File: src/rtl/sr_cmd_conditioner.sv
// -----------------------------------------------------------------------------
// sr_cmd_conditioner
//
// Front end for an SR latch. Takes two raw, asynchronous, bouncy push-button
// inputs (set and clear) and turns each accepted press into exactly one
// fixed-width, registered set or clear command for the latch.
//
// Datapath per channel:
//   two-flop synchroniser -> debounce counter -> rising-edge detector
// followed by a shared IDLE/SET/CLR/GAP command FSM.
//
// Parameters
//   DEBOUNCE_CYCLES : consecutive stable synced cycles needed to accept a
//                     change on an input (>= 1)
//   PULSE_LEN       : cycles that s or r (together with en) stay high for
//                     each command (>= 1)
//
// Ports
//   clk          in   rising-edge clock for every flop
//   rst          in   asynchronous, active-low reset
//   set_btn      in   raw set request (asynchronous, bouncy)
//   clr_btn      in   raw clear request (asynchronous, bouncy)
//   s            out  registered set command to the latch
//   r            out  registered reset command to the latch
//   en           out  registered latch enable, equal to s | r
//   busy         out  high whenever the FSM is not in IDLE
//   conflict     out  one-cycle pulse when set and clear edges coincide in IDLE
//   conflict_cnt out  saturating count of conflict pulses
//
// Build option
//   SR_CMD_CONFLICT_CNT_EN : when defined, conflict_cnt counts conflict pulses
//                            and saturates at 8'hFF (cleared only by rst).
//                            When undefined, conflict_cnt is tied to 8'h00 and
//                            no counter flops exist.
// -----------------------------------------------------------------------------
module sr_cmd_conditioner #(
  parameter int unsigned DEBOUNCE_CYCLES = 4,
  parameter int unsigned PULSE_LEN       = 2
) (
  input  logic       clk,
  input  logic       rst,
  input  logic       set_btn,
  input  logic       clr_btn,
  output logic       s,
  output logic       r,
  output logic       en,
  output logic       busy,
  output logic       conflict,
  output logic [7:0] conflict_cnt
);

  localparam int unsigned CW = $clog2(DEBOUNCE_CYCLES + 1);
  localparam int unsigned PW = (PULSE_LEN > 1) ? $clog2(PULSE_LEN) : 1;

  localparam logic [CW-1:0] DB_LAST    = CW'(DEBOUNCE_CYCLES - 1);
  localparam logic [PW-1:0] PULSE_LAST = PW'(PULSE_LEN - 1);

  // Channel index 0 = set, 1 = clear.
  localparam int unsigned CH_SET = 0;
  localparam int unsigned CH_CLR = 1;

  typedef enum logic [1:0] {
    ST_IDLE = 2'd0,
    ST_SET  = 2'd1,
    ST_CLR  = 2'd2,
    ST_GAP  = 2'd3
  } state_t;

  // ---------------------------------------------------------------------------
  // Synchroniser, debounce and edge-history registers
  // ---------------------------------------------------------------------------
  logic [1:0]    btn_raw;
  logic [1:0]    sync1_q, sync2_q;
  logic [1:0]    db_q, db_d;
  logic [1:0]    db_prev_q;
  logic [CW-1:0] dcnt_q [2];
  logic [CW-1:0] dcnt_d [2];
  logic [1:0]    req;

  assign btn_raw = {clr_btn, set_btn};

  always_ff @(posedge clk or negedge rst) begin
    if (!rst) begin
      sync1_q   <= '0;
      sync2_q   <= '0;
      db_q      <= '0;
      db_prev_q <= '0;
      dcnt_q[0] <= '0;
      dcnt_q[1] <= '0;
    end else begin
      sync1_q   <= btn_raw;
      sync2_q   <= sync1_q;
      db_q      <= db_d;
      db_prev_q <= db_q;
      dcnt_q[0] <= dcnt_d[0];
      dcnt_q[1] <= dcnt_d[1];
    end
  end

  // The counter runs only while the synced input disagrees with the accepted
  // state; any agreeing cycle restarts it, so a change must be stable for
  // DEBOUNCE_CYCLES consecutive cycles. Acceptance happens on the cycle the
  // count would reach DEBOUNCE_CYCLES, hence the compare against DB_LAST.
  always_comb begin
    db_d      = db_q;
    dcnt_d[0] = '0;
    dcnt_d[1] = '0;
    for (int unsigned i = 0; i < 2; i++) begin
      if (sync2_q[i] != db_q[i]) begin
        if (dcnt_q[i] == DB_LAST) begin
          db_d[i]   = sync2_q[i];
          dcnt_d[i] = '0;
        end else begin
          dcnt_d[i] = dcnt_q[i] + CW'(1);
        end
      end
    end
  end

  // Rising edges of the debounced state only; releases produce nothing.
  assign req = db_q & ~db_prev_q;

  // ---------------------------------------------------------------------------
  // Command FSM
  // ---------------------------------------------------------------------------
  state_t        state_q, state_d;
  logic [PW-1:0] pcnt_q, pcnt_d;
  logic          s_q, s_d;
  logic          r_q, r_d;
  logic          en_q, en_d;
  logic          busy_q, busy_d;
  logic          conflict_q, conflict_d;

  always_ff @(posedge clk or negedge rst) begin
    if (!rst) begin
      state_q    <= ST_IDLE;
      pcnt_q     <= '0;
      s_q        <= 1'b0;
      r_q        <= 1'b0;
      en_q       <= 1'b0;
      busy_q     <= 1'b0;
      conflict_q <= 1'b0;
    end else begin
      state_q    <= state_d;
      pcnt_q     <= pcnt_d;
      s_q        <= s_d;
      r_q        <= r_d;
      en_q       <= en_d;
      busy_q     <= busy_d;
      conflict_q <= conflict_d;
    end
  end

  always_comb begin
    state_d    = state_q;
    pcnt_d     = pcnt_q;
    conflict_d = 1'b0;

    unique case (state_q)
      ST_IDLE: begin
        pcnt_d = '0;
        if (req[CH_SET] && req[CH_CLR]) begin
          conflict_d = 1'b1;
        end else if (req[CH_SET]) begin
          state_d = ST_SET;
        end else if (req[CH_CLR]) begin
          state_d = ST_CLR;
        end
      end
      ST_SET, ST_CLR: begin
        // Requests seen here are simply ignored; nothing is queued.
        if (pcnt_q == PULSE_LAST) begin
          state_d = ST_GAP;
          pcnt_d  = '0;
        end else begin
          pcnt_d = pcnt_q + PW'(1);
        end
      end
      ST_GAP: begin
        state_d = ST_IDLE;
      end
      default: begin
        state_d = ST_IDLE;
        pcnt_d  = '0;
      end
    endcase

    // Outputs are registered copies decoded from the next state, so they
    // change on the same edge as the state itself and never glitch.
    s_d    = (state_d == ST_SET);
    r_d    = (state_d == ST_CLR);
    en_d   = s_d | r_d;
    busy_d = (state_d != ST_IDLE);
  end

  assign s        = s_q;
  assign r        = r_q;
  assign en       = en_q;
  assign busy     = busy_q;
  assign conflict = conflict_q;

  // ---------------------------------------------------------------------------
  // Optional conflict counter
  // ---------------------------------------------------------------------------
`ifdef SR_CMD_CONFLICT_CNT_EN
  logic [7:0] ccnt_q, ccnt_d;

  always_comb begin
    ccnt_d = ccnt_q;
    if (conflict_d && (ccnt_q != 8'hFF)) begin
      ccnt_d = ccnt_q + 8'd1;
    end
  end

  always_ff @(posedge clk or negedge rst) begin
    if (!rst) begin
      ccnt_q <= '0;
    end else begin
      ccnt_q <= ccnt_d;
    end
  end

  assign conflict_cnt = ccnt_q;
`else
  assign conflict_cnt = '0;
`endif

endmodule

File: config.mk
export PLATFORM = sky130hd
export DESIGN_NAME = sr_cmd_conditioner
export DESIGN_NICKNAME = d
export VERILOG_FILES = /design/src/rtl/sr_cmd_conditioner.sv
export SDC_FILE = /design/constraint.sdc
export NUM_CORES = 1
export LEC_CHECK = 0
export CELL_PAD_IN_SITES_DETAIL_PLACEMENT = 0
export CELL_PAD_IN_SITES_GLOBAL_PLACEMENT = 1
export CORE_MARGIN = 1.5
export CORE_UTILIZATION = 40
export DETAILED_ROUTE_END_ITERATION = 16
export PLACE_DENSITY = 0.81
export SYNTH_ARGS = -nofsm -noshare
export SYNTH_HDL_FRONTEND = slang
export SYNTH_SLANG_ARGS = --single-unit
File: constraint.sdc
create_clock -name clk -period 4.2 [get_ports clk]
set_clock_uncertainty 0.15 [all_clocks]
set_input_delay 1.26 -clock clk [delete_from_list [all_inputs] [get_ports clk]]
set_output_delay 1.26 -clock clk [all_outputs]
set_load 0.02 [all_outputs]
==> results.sh, run 1 <==
export IMPL_gp_congestion=0.690
export IMPL_yosysWarningCount=0
export IMPL_dp_hpwl_um=887
export IMPL_p_clk_share_pct=20.7
export IMPL_path_delay_family="buffers and inverters"
export IMPL_final_cell_mix="22 x dfrtp_1, 8 x ha_1, 8 x conb_1, 8 x clkdlybuf4s50_1, 4 x nor3b_1"
export IMPL_ir_worst_vdd_v=0.000434
export IMPL_crit_type="flop to output port"
export IMPL_crit_buf_inv=1
export IMPL_critPathRequiredTime_ns=2.79
export IMPL_r2r_cells=5
export IMPL_post_cts_buffers=0
export IMPL_cap_violations=0
export IMPL_grt_use_met2_pct=16.7
export IMPL_max_slew_margin_pct=39.2
export IMPL_netlist_area_um2=935
export IMPL_drc_errors=0
export IMPL_post_drt_wl_per_cell_um=10.5
export IMPL_grt_busiest_layer="met2"
export IMPL_path_max_fanout=1
export IMPL_setup_tns_final_ns=0
export IMPL_min_period_over_period_pct=63.4
export IMPL_power_density_nw_per_um2=701
export IMPL_start_util_pct=42.3
export IMPL_total_leakage_power_nw=0.511
export IMPL_pwr_share_comb_pct=36.6
export IMPL_rsz0062_at_grt="false"
export IMPL_min_period_ns=2.66
export IMPL_rr_startpoint="state_q[0]$_DFF_PN0_"
export IMPL_drtAntennaViolNets=0
export IMPL_worst_pin_slew_ns=0.909
export IMPL_avgSynthCellArea_um2=12.8
export IMPL_num_nets_final=97
export IMPL_overflow=0
export IMPL_netlist_instances=73
export IMPL_grt_util_all_layers_pct=11.2
export IMPL_synth_top_area_cell="dfrtp_1"
export IMPL_die_y_um=51.3
export IMPL_io_buffers=8
export IMPL_cts_tree="done"
export IMPL_hold_path_endpoint="sync2_q[1]$_DFF_PN0_"
export IMPL_numCtsBuffers=3
export IMPL_die_x_um=51.3
export IMPL_antennaDiodeCount=0
export IMPL_cts_sinks=22
export IMPL_setup_viol=0
export IMPL_multi_input_area_um2=339
export IMPL_grt_max_degree=23
export IMPL_intPower_mw=0.505
export IMPL_drive_gt1_share_pct=8.33
export IMPL_io_pins=17
export IMPL_netlist_top_cells_area="dfrtp_1 59%, ha_1 11%, buf_4 6.4%"
export IMPL_cts_path_max_buffers=2
export IMPL_rows=17
export IMPL_first_pass_iters=2
export IMPL_finalPower_mw=0.749
export IMPL_seqCellArea_um2=551
export IMPL_reg2reg_setup_slack_ns=2.49
export IMPL_grtUsageMet1_pct=13.5
export IMPL_clk_pin_slew_worst_paths_ns=0.11
export IMPL_cts_resized=0
export IMPL_status="finished clean"
export IMPL_first_iter_violations=5
export IMPL_final_common_cell="dfrtp_1"
export IMPL_crit_arrival_ns=1.25
export IMPL_min_delay_path_class="flop to flop"
export IMPL_antenna_found_initial=0
export IMPL_cpPeakStageDelay_ns=0.60
export IMPL_switching_share_pct=32.6
export IMPL_ys_seq_area_share_pct=58.9
export IMPL_ctsRootBufferMaster="clkbuf_4"
export IMPL_whs_path_depth=0
export IMPL_synth_ff_latch_count=22
export IMPL_p_switching_mw=0.244
export IMPL_route_vias_total=511
export IMPL_routed_wl_mm=1.17
export IMPL_hold_viol=0
export IMPL_synth_cell_type_count=22
export IMPL_cpMaxStageDelayCell="clkdlybuf4s50_1"
export IMPL_core_um2=2210
export IMPL_synth_top_area_share_pct=58.9
export IMPL_drv_slew=0
export IMPL_area_growth_pct=14.3
export IMPL_startpoint_type="flop"
export IMPL_min_from="sync1_q[1]$_DFF_PN0_"
export IMPL_viasPerCell=4.56
export IMPL_clkLatencyLatePin_ns=0.30
export IMPL_end_kind="output port"
export IMPL_htree_levels=1
export IMPL_grt_pass1_vias=478
export IMPL_grt_use_met3_pct=5.56
export IMPL_grt_pass1_wl_mm=2.06
export IMPL_cp_cell_sequence="clkdlybuf4s50_1"
export IMPL_seq_power_share_pct=42.7
export IMPL_holdBufCountCts=0
export IMPL_clock_fmax_ghz=0.376
export IMPL_fillers=220
export IMPL_reg2reg_to="en$_DFF_PN0_"
export IMPL_dieArea_um2=2640
-- kinds of logic after synthesis --
| kind of cell | after synthesis | share of synthesized area, % |
|---|---|---|
| DFF | 22 | 58.9 |
| other | 1 | 0.401 |
| and+or+nand+nor | 17 | 11.2 |
| xor gates and xnor gates | 2 | 1.87 |
| buffers and inverters | 11 | 7.63 |
| muxes | 2 | 2.41 |
| AOI/OAI and AO/OA | 10 | 6.83 |
| adders and majority gates | 8 | 10.7 |
-- worst max path at each step --
| stage | start | endpoint | slack (ns) | depth (start not counted) |
|---|---|---|---|---|
| 2_1_floorplan | busy$_DFF_PN0_ | busy | 2.37 | 0 |
| 3_3_place_gp | rst | sync1_q[0]$_DFF_PN0_ | 1.62 | 1 |
| 3_5_place_dp | rst | sync1_q[0]$_DFF_PN0_ | 1.58 | 1 |
| 4_1_cts | en$_DFF_PN0_ | en | 1.51 | 1 |
| 5_1_grt | en$_DFF_PN0_ | en | 1.45 | 1 |
| 6_report | en$_DFF_PN0_ | en | 1.54 | 1 |
-- synth_stat cells --
| cell type | number |
|---|---|
| a21oi_1 | 1 |
| a21oi_2 | 1 |
| and2b_1 | 2 |
| and3_1 | 1 |
| and3b_1 | 1 |
| buf_4 | 8 |
| conb_1 | 1 |
| dfrtp_1 | 22 |
| ha_1 | 8 |
| inv_1 | 3 |
| mux2_2 | 2 |
| nand2_1 | 3 |
| nand2b_1 | 3 |
| nor2_1 | 1 |
| nor2b_1 | 1 |
| nor3_1 | 1 |
| nor3b_1 | 4 |
| o21ai_0 | 2 |
| o21ai_1 | 2 |
| o22a_1 | 2 |
| o22ai_1 | 2 |
| xnor2_1 | 2 |
-- power groups by stage --
| stage | registers, mW | logic [mW] | clock network (mW) |
|---|---|---|---|
| 2_1_floorplan | 0.336 | 0.186 | 0 |
| 3_3_place_gp | 0.322 | 0.269 | 0 |
| 3_5_place_dp | 0.324 | 0.277 | 0 |
| 4_1_cts | 0.321 | 0.277 | 0.161 |
| 5_1_grt | 0.328 | 0.309 | 0.174 |
| 6_report | 0.320 | 0.274 | 0.155 |
-- area by class of cell --
class	count	area share (%)
Sequential cell	22	51.5
Tap cell	28	3.28
Clock inverter	1	2.81
Timing Repair Buffer	8	7.49
Clock buffer	3	2.11
Multi-Input combinational cell	47	31.7
Inverter	3	1.05
-- stage by stage --
| stage | util (%) | instances | hold WS, ns | cell area [µm²] | setup slack [ns] |
|---|---|---|---|---|---|
| after global routing | 48.3 | 112 | 0.234 | 1070 | 1.45 |
| after floorplan | - | 80 | 0.181 | 961 | 2.37 |
| after CTS | 48.3 | 112 | 0.223 | 1070 | 1.51 |
| final | 48.3 | 112 | 0.217 | 1070 | 1.54 |
| after detailed placement | 45.9 | 108 | 0.194 | 1020 | 1.58 |
| after global placement | 45.9 | 108 | 0.186 | 1020 | 1.62 |
-- metal layers --
layer / vias up / part of all wire [%]
met2: 15 / 43
met5: - / 0
li1: 251 / -
met4: 0 / 1.6
met3: 2 / 6.1
met1: 243 / 49
-- sequential cells by signal (all words and copies together), names as in the netlist, 2 cells and up --
signal / count
dcnt_q: 6
sync1_q: 2
state_q: 2
db_q: 2
db_prev_q: 2
sync2_q: 2
Note: power is estimated with default switching activity, not from simulation.
==> run 2: changes to the inputs <==
==> constraint.sdc (replaced) <==
create_clock -name clk -period 2.65 [get_ports clk]
set_clock_uncertainty 0.15 [all_clocks]
set_input_delay 0.795 -clock clk [delete_from_list [all_inputs] [get_ports clk]]
set_output_delay 0.795 -clock clk [all_outputs]
set_load 0.02 [all_outputs]
==> results.sh, run 2 (synthesis gave the netlist of run 1 again) <==
export IMPL_holdBufCountCts=0
export IMPL_dp_hpwl_um=940
export IMPL_drive_gt1_share_pct=9.41
export IMPL_min_from="sync1_q[0]$_DFF_PN0_"
export IMPL_drc_errors=0
export IMPL_io_buffers=8
export IMPL_die_x_um=51.3
export IMPL_post_place_cells=109
export IMPL_r2r_cells=5
export IMPL_crit_type="flop to output port"
export IMPL_multi_input_area_um2=339
export IMPL_setup_viol=0
export IMPL_routed_wl_mm=1.25
export IMPL_post_drt_wl_per_cell_um=11.1
export IMPL_crit_arrival_ns=1.25
export IMPL_crit_buf_inv=1
export IMPL_hold_viol=0
export IMPL_reg2reg_to="en$_DFF_PN0_"
export IMPL_rows=17
export IMPL_fillers=207
export IMPL_post_cts_buffers=0
export IMPL_cts_tree="done"
export IMPL_cp_cell_sequence="clkdlybuf4s50_1"
export IMPL_status="finished clean"
export IMPL_overflow=0
export IMPL_num_nets_final=98
export IMPL_end_kind="output port"
export IMPL_finalPower_mw=1.20
export IMPL_setup_tns_final_ns=0
export IMPL_reg2reg_setup_slack_ns=0.96
export IMPL_antenna_found_initial=0
export IMPL_final_common_cell="dfrtp_1"
export IMPL_min_period_ns=2.20
export IMPL_drv_slew=0
export IMPL_path_max_fanout=1
export IMPL_die_y_um=51.3
export IMPL_ctsRootBufferMaster="clkbuf_4"
export IMPL_cts_sinks=22
export IMPL_cts_resized=0
export IMPL_grt_pass1_wl_mm=2.21
export IMPL_gp_congestion=0.760
export IMPL_grt_pass1_vias=529
export IMPL_min_delay_path_class="flop to flop"
export IMPL_cpMaxStageDelayCell="clkdlybuf4s50_1"
export IMPL_cp_startpoint="busy$_DFF_PN0_"
export IMPL_cap_violations=0
export IMPL_grt_max_degree=23
export IMPL_first_iter_violations=8
export IMPL_core_um2=2210
export IMPL_total_leakage_power_nw=0.516
export IMPL_worst_slack_ns=0.450
export IMPL_rsz0062_at_grt="false"
export IMPL_cts_path_max_buffers=2
export IMPL_largest_register_ffs=6
export IMPL_fin_cells=113
export IMPL_clkLatencyLatePin_ns=0.30
export IMPL_seqCellArea_um2=551
export IMPL_startpoint_type="flop"
export IMPL_critPathRequiredTime_ns=1.71
export IMPL_clk_pin_slew_worst_paths_ns=0.13
export IMPL_route_vias_total=526
export IMPL_numCtsBuffers=3
export IMPL_htree_levels=1
export IMPL_cp_num_cells=1
export IMPL_dieArea_um2=2640
export IMPL_endpoint="busy"
export IMPL_path_delay_family="buffers and inverters"
export IMPL_drtAntennaViolNets=0
export IMPL_ir_worst_vdd_v=0.000790
export IMPL_antennaDiodeCount=0
export IMPL_io_pins=17
export IMPL_whs_path_depth=0
export IMPL_final_cell_mix="22 x dfrtp_1, 8 x ha_1, 8 x conb_1, 8 x clkdlybuf4s50_1, 4 x nor3b_1"
export IMPL_min_period_over_period_pct=83.0
export IMPL_clock_fmax_ghz=0.455
export IMPL_regMostFlops="dcnt_q"
export IMPL_area_growth_pct=15.1
export IMPL_rr_startpoint="state_q[0]$_DFF_PN0_"
export IMPL_start_util_pct=42.3
export IMPL_place_ws_ns=0.788
export IMPL_cpPeakStageDelay_ns=0.60
export IMPL_first_pass_iters=4
export IMPL_grt_util_all_layers_pct=11.6
export IMPL_power_density_nw_per_um2=1120
export IMPL_viasPerCell=4.65
run 2: layout make-up:
| type | count | share of cell area (%) |
|---|---|---|
| Clock buffer | 3 | 2.09 |
| Tap cell | 28 | 3.26 |
| Sequential cell | 22 | 51.2 |
| Inverter | 3 | 1.05 |
| Timing Repair Buffer | 9 | 8.14 |
| Clock inverter | 1 | 2.79 |
| Multi-Input combinational cell | 47 | 31.5 |
run 2: how the worst min path moves through the flow:
stage                                 to  slack (ns)
detailed placement  sync2_q[1]$_DFF_PN0_        0.19
finish              sync2_q[0]$_DFF_PN0_        0.22
floorplan           sync2_q[0]$_DFF_PN0_        0.18
CTS                 sync2_q[1]$_DFF_PN0_        0.22
global placement    sync2_q[0]$_DFF_PN0_        0.19
global route        sync2_q[0]$_DFF_PN0_        0.23
run 2: stage by stage:
stage | hold WS, ns | utilization (%) | area [µm²]
floorplan | 0.181 | - | 961
global placement | 0.185 | 46.3 | 1020
detailed placement | 0.186 | 46.3 | 1020
CTS | 0.216 | 48.6 | 1080
global route | 0.228 | 48.6 | 1080
finish | 0.217 | 48.6 | 1080
run 2: routing by layer:
metal | GRT usage (%) | wire, µm | up-vias | share of wire [%]
li1 | - | - | 253 | -
met3 | 1.75 | 49 | 2 | 3.9
met1 | 14.9 | 580 | 256 | 46
met4 | 7.89 | 27 | 0 | 2.2
met5 | 0 | 0 | - | 0
met2 | 18.0 | 597 | 15 | 48
run 2: power breakdown:
group	total (mW)	leakage, nW	internal [mW]	switching [mW]
sequential	0.506	0.278	0.442	0.0636
clock	0.256	0.0279	0.153	0.103
combinational	0.440	0.210	0.207	0.233
==> run 3: changes to the inputs <==
--- a/config.mk
+++ b/config.mk
@@ -8,9 +8,9 @@
 export CELL_PAD_IN_SITES_DETAIL_PLACEMENT = 0
 export CELL_PAD_IN_SITES_GLOBAL_PLACEMENT = 1
 export CORE_MARGIN = 1.5
-export CORE_UTILIZATION = 40
+export CORE_UTILIZATION = 36
 export DETAILED_ROUTE_END_ITERATION = 16
-export PLACE_DENSITY = 0.81
+export PLACE_DENSITY = 0.77
 export SYNTH_ARGS = -nofsm -noshare
 export SYNTH_HDL_FRONTEND = slang
 export SYNTH_SLANG_ARGS = --single-unit
==> constraint.sdc (replaced) <==
create_clock -name clk -period 2.01 [get_ports clk]
set_clock_uncertainty 0.15 [all_clocks]
set_input_delay 0.603 -clock clk [delete_from_list [all_inputs] [get_ports clk]]
set_output_delay 0.603 -clock clk [all_outputs]
set_load 0.02 [all_outputs]
==> results.sh, run 3 (synthesis gave the netlist of run 1 again) <==
export IMPL_dieArea_um2=2910
export IMPL_grt_max_degree=23
export IMPL_rsz0062_at_grt="false"
export IMPL_status="finished clean"
export IMPL_largest_register_ffs=6
export IMPL_hold_viol=0
export IMPL_cts_sinks=22
export IMPL_final_common_cell="dfrtp_1"
export IMPL_htree_levels=1
export IMPL_area_growth_pct=12.7
export IMPL_io_pins=17
export IMPL_end_kind="output port"
export IMPL_grt_pass1_vias=521
export IMPL_cap_violations=0
export IMPL_post_place_cells=111
export IMPL_drtAntennaViolNets=0
export IMPL_setup_viol=0
export IMPL_path_max_fanout=1
export IMPL_start_util_pct=37.7
export IMPL_overflow=0
export IMPL_die_y_um=54.0
export IMPL_ctsRootBufferMaster="clkbuf_4"
export IMPL_total_leakage_power_nw=0.552
export IMPL_drv_slew=0
export IMPL_min_delay_path_class="flop to flop"
export IMPL_first_pass_iters=4
export IMPL_clkLatencyLatePin_ns=0.30
export IMPL_grt_pass1_wl_mm=2.19
export IMPL_routed_wl_mm=1.27
export IMPL_min_period_over_period_pct=86.5
export IMPL_regMostFlops="dcnt_q"
export IMPL_antenna_found_initial=0
export IMPL_core_um2=2480
export IMPL_cts_tree="done"
export IMPL_post_drt_wl_per_cell_um=11.1
export IMPL_clk_pin_slew_worst_paths_ns=0.11
export IMPL_dpl_cell_area_um2=1030
export IMPL_crit_arrival_ns=0.99
export IMPL_clock_fmax_ghz=0.575
export IMPL_first_iter_violations=2
export IMPL_cp_cell_sequence="dlygate4sd2_1"
export IMPL_finalPower_mw=1.42
export IMPL_drc_errors=0
export IMPL_rows=18
export IMPL_min_period_ns=1.74
export IMPL_crit_buf_inv=1
export IMPL_startpoint_type="flop"
export IMPL_whs_ns=0.211
export IMPL_fin_area_um2=1050
export IMPL_viasPerCell=4.57
export IMPL_grt_util_all_layers_pct=11.1
export IMPL_holdBufCountCts=0
export IMPL_die_x_um=54.0
export IMPL_ir_worst_vdd_v=0.000726
export IMPL_antennaDiodeCount=0
export IMPL_crit_type="flop to output port"
export IMPL_gp_congestion=0.764
export IMPL_final_cell_mix="22 x dfrtp_1, 8 x ha_1, 8 x conb_1"
export IMPL_path_delay_family="flip-flops"
export IMPL_cpPeakStageDelay_ns=0.37
export IMPL_fin_cells=114
export IMPL_power_density_nw_per_um2=1350
export IMPL_numCtsBuffers=3
export IMPL_drive_gt1_share_pct=8.33
export IMPL_cts_path_max_buffers=2
export IMPL_num_nets_final=98
export IMPL_dp_hpwl_um=929
export IMPL_setup_tns_final_ns=0
export IMPL_io_buffers=8
export IMPL_critPathRequiredTime_ns=1.26
export IMPL_cpMaxStageDelayCell="dfrtp_1"
export IMPL_route_vias_total=521
==> run 3: final timing paths <==
check                      cells past startpoint                    to  slack (ns)            startpoint
setup / recovery                               1                  busy        0.27        busy$_DFF_PN0_
hold / removal                                 0  sync2_q[1]$_DFF_PN0_        0.21  sync1_q[1]$_DFF_PN0_
setup reg to reg                               5          en$_DFF_PN0_        0.34  state_q[0]$_DFF_PN0_
hold reg to reg                                0  sync2_q[1]$_DFF_PN0_        0.21  sync1_q[1]$_DFF_PN0_
max in group asynchronous                      2  sync2_q[0]$_DFF_PN0_        1.00                   rst
min in group asynchronous                      2  sync2_q[1]$_DFF_PN0_        0.49                   rst
==> run 3: through the flow <==
step / setup WS (ns) / util, %
after floorplan: 0.431 / -
after global placement: 0.356 / 41.4
after detailed placement: 0.343 / 41.4
after CTS: 0.00484 / 42.2
after global routing: 0.213 / 42.5
final: 0.270 / 42.5
==> run 3: cell type report <==
cell class                      count  area, µm²
Fill cell                         242       1420
Timing Repair Buffer                9       92.6
Inverter                            3       11.3
Sequential cell                    22        551
Multi-Input combinational cell     47        339
Clock buffer                        3       22.5
Tap cell                           30       37.5
==> run 3: power breakdown <==
group	total (mW)	switching, mW	internal, mW	leakage (nW)
sequential	0.665	0.0820	0.583	0.278
clock	0.190	0.120	0.0699	0.0138
combinational	0.562	0.305	0.257	0.260
==> run 3: per-layer routing <==
| layer | track usage, % | up-vias | part of all wire (%) |
|---|---|---|---|
| met4 | 3.85 | 0 | 1.1 |
| met2 | 17.5 | 10 | 47 |
| met3 | 5.83 | 2 | 5.3 |
| met1 | 12.8 | 257 | 47 |
| li1 | - | 252 | - |
| met5 | 0 | - | 0 |
==> run 3: repair_timing <==
| item | 4_1_cts | 5_1_grt |
|---|---|---|
| endpoints found under the setup margin | 2 | 3 |
| setup buffers | 0 | 0 |
| gates cloned | 0 | 0 |
| resized for setup | 2 | 3 |
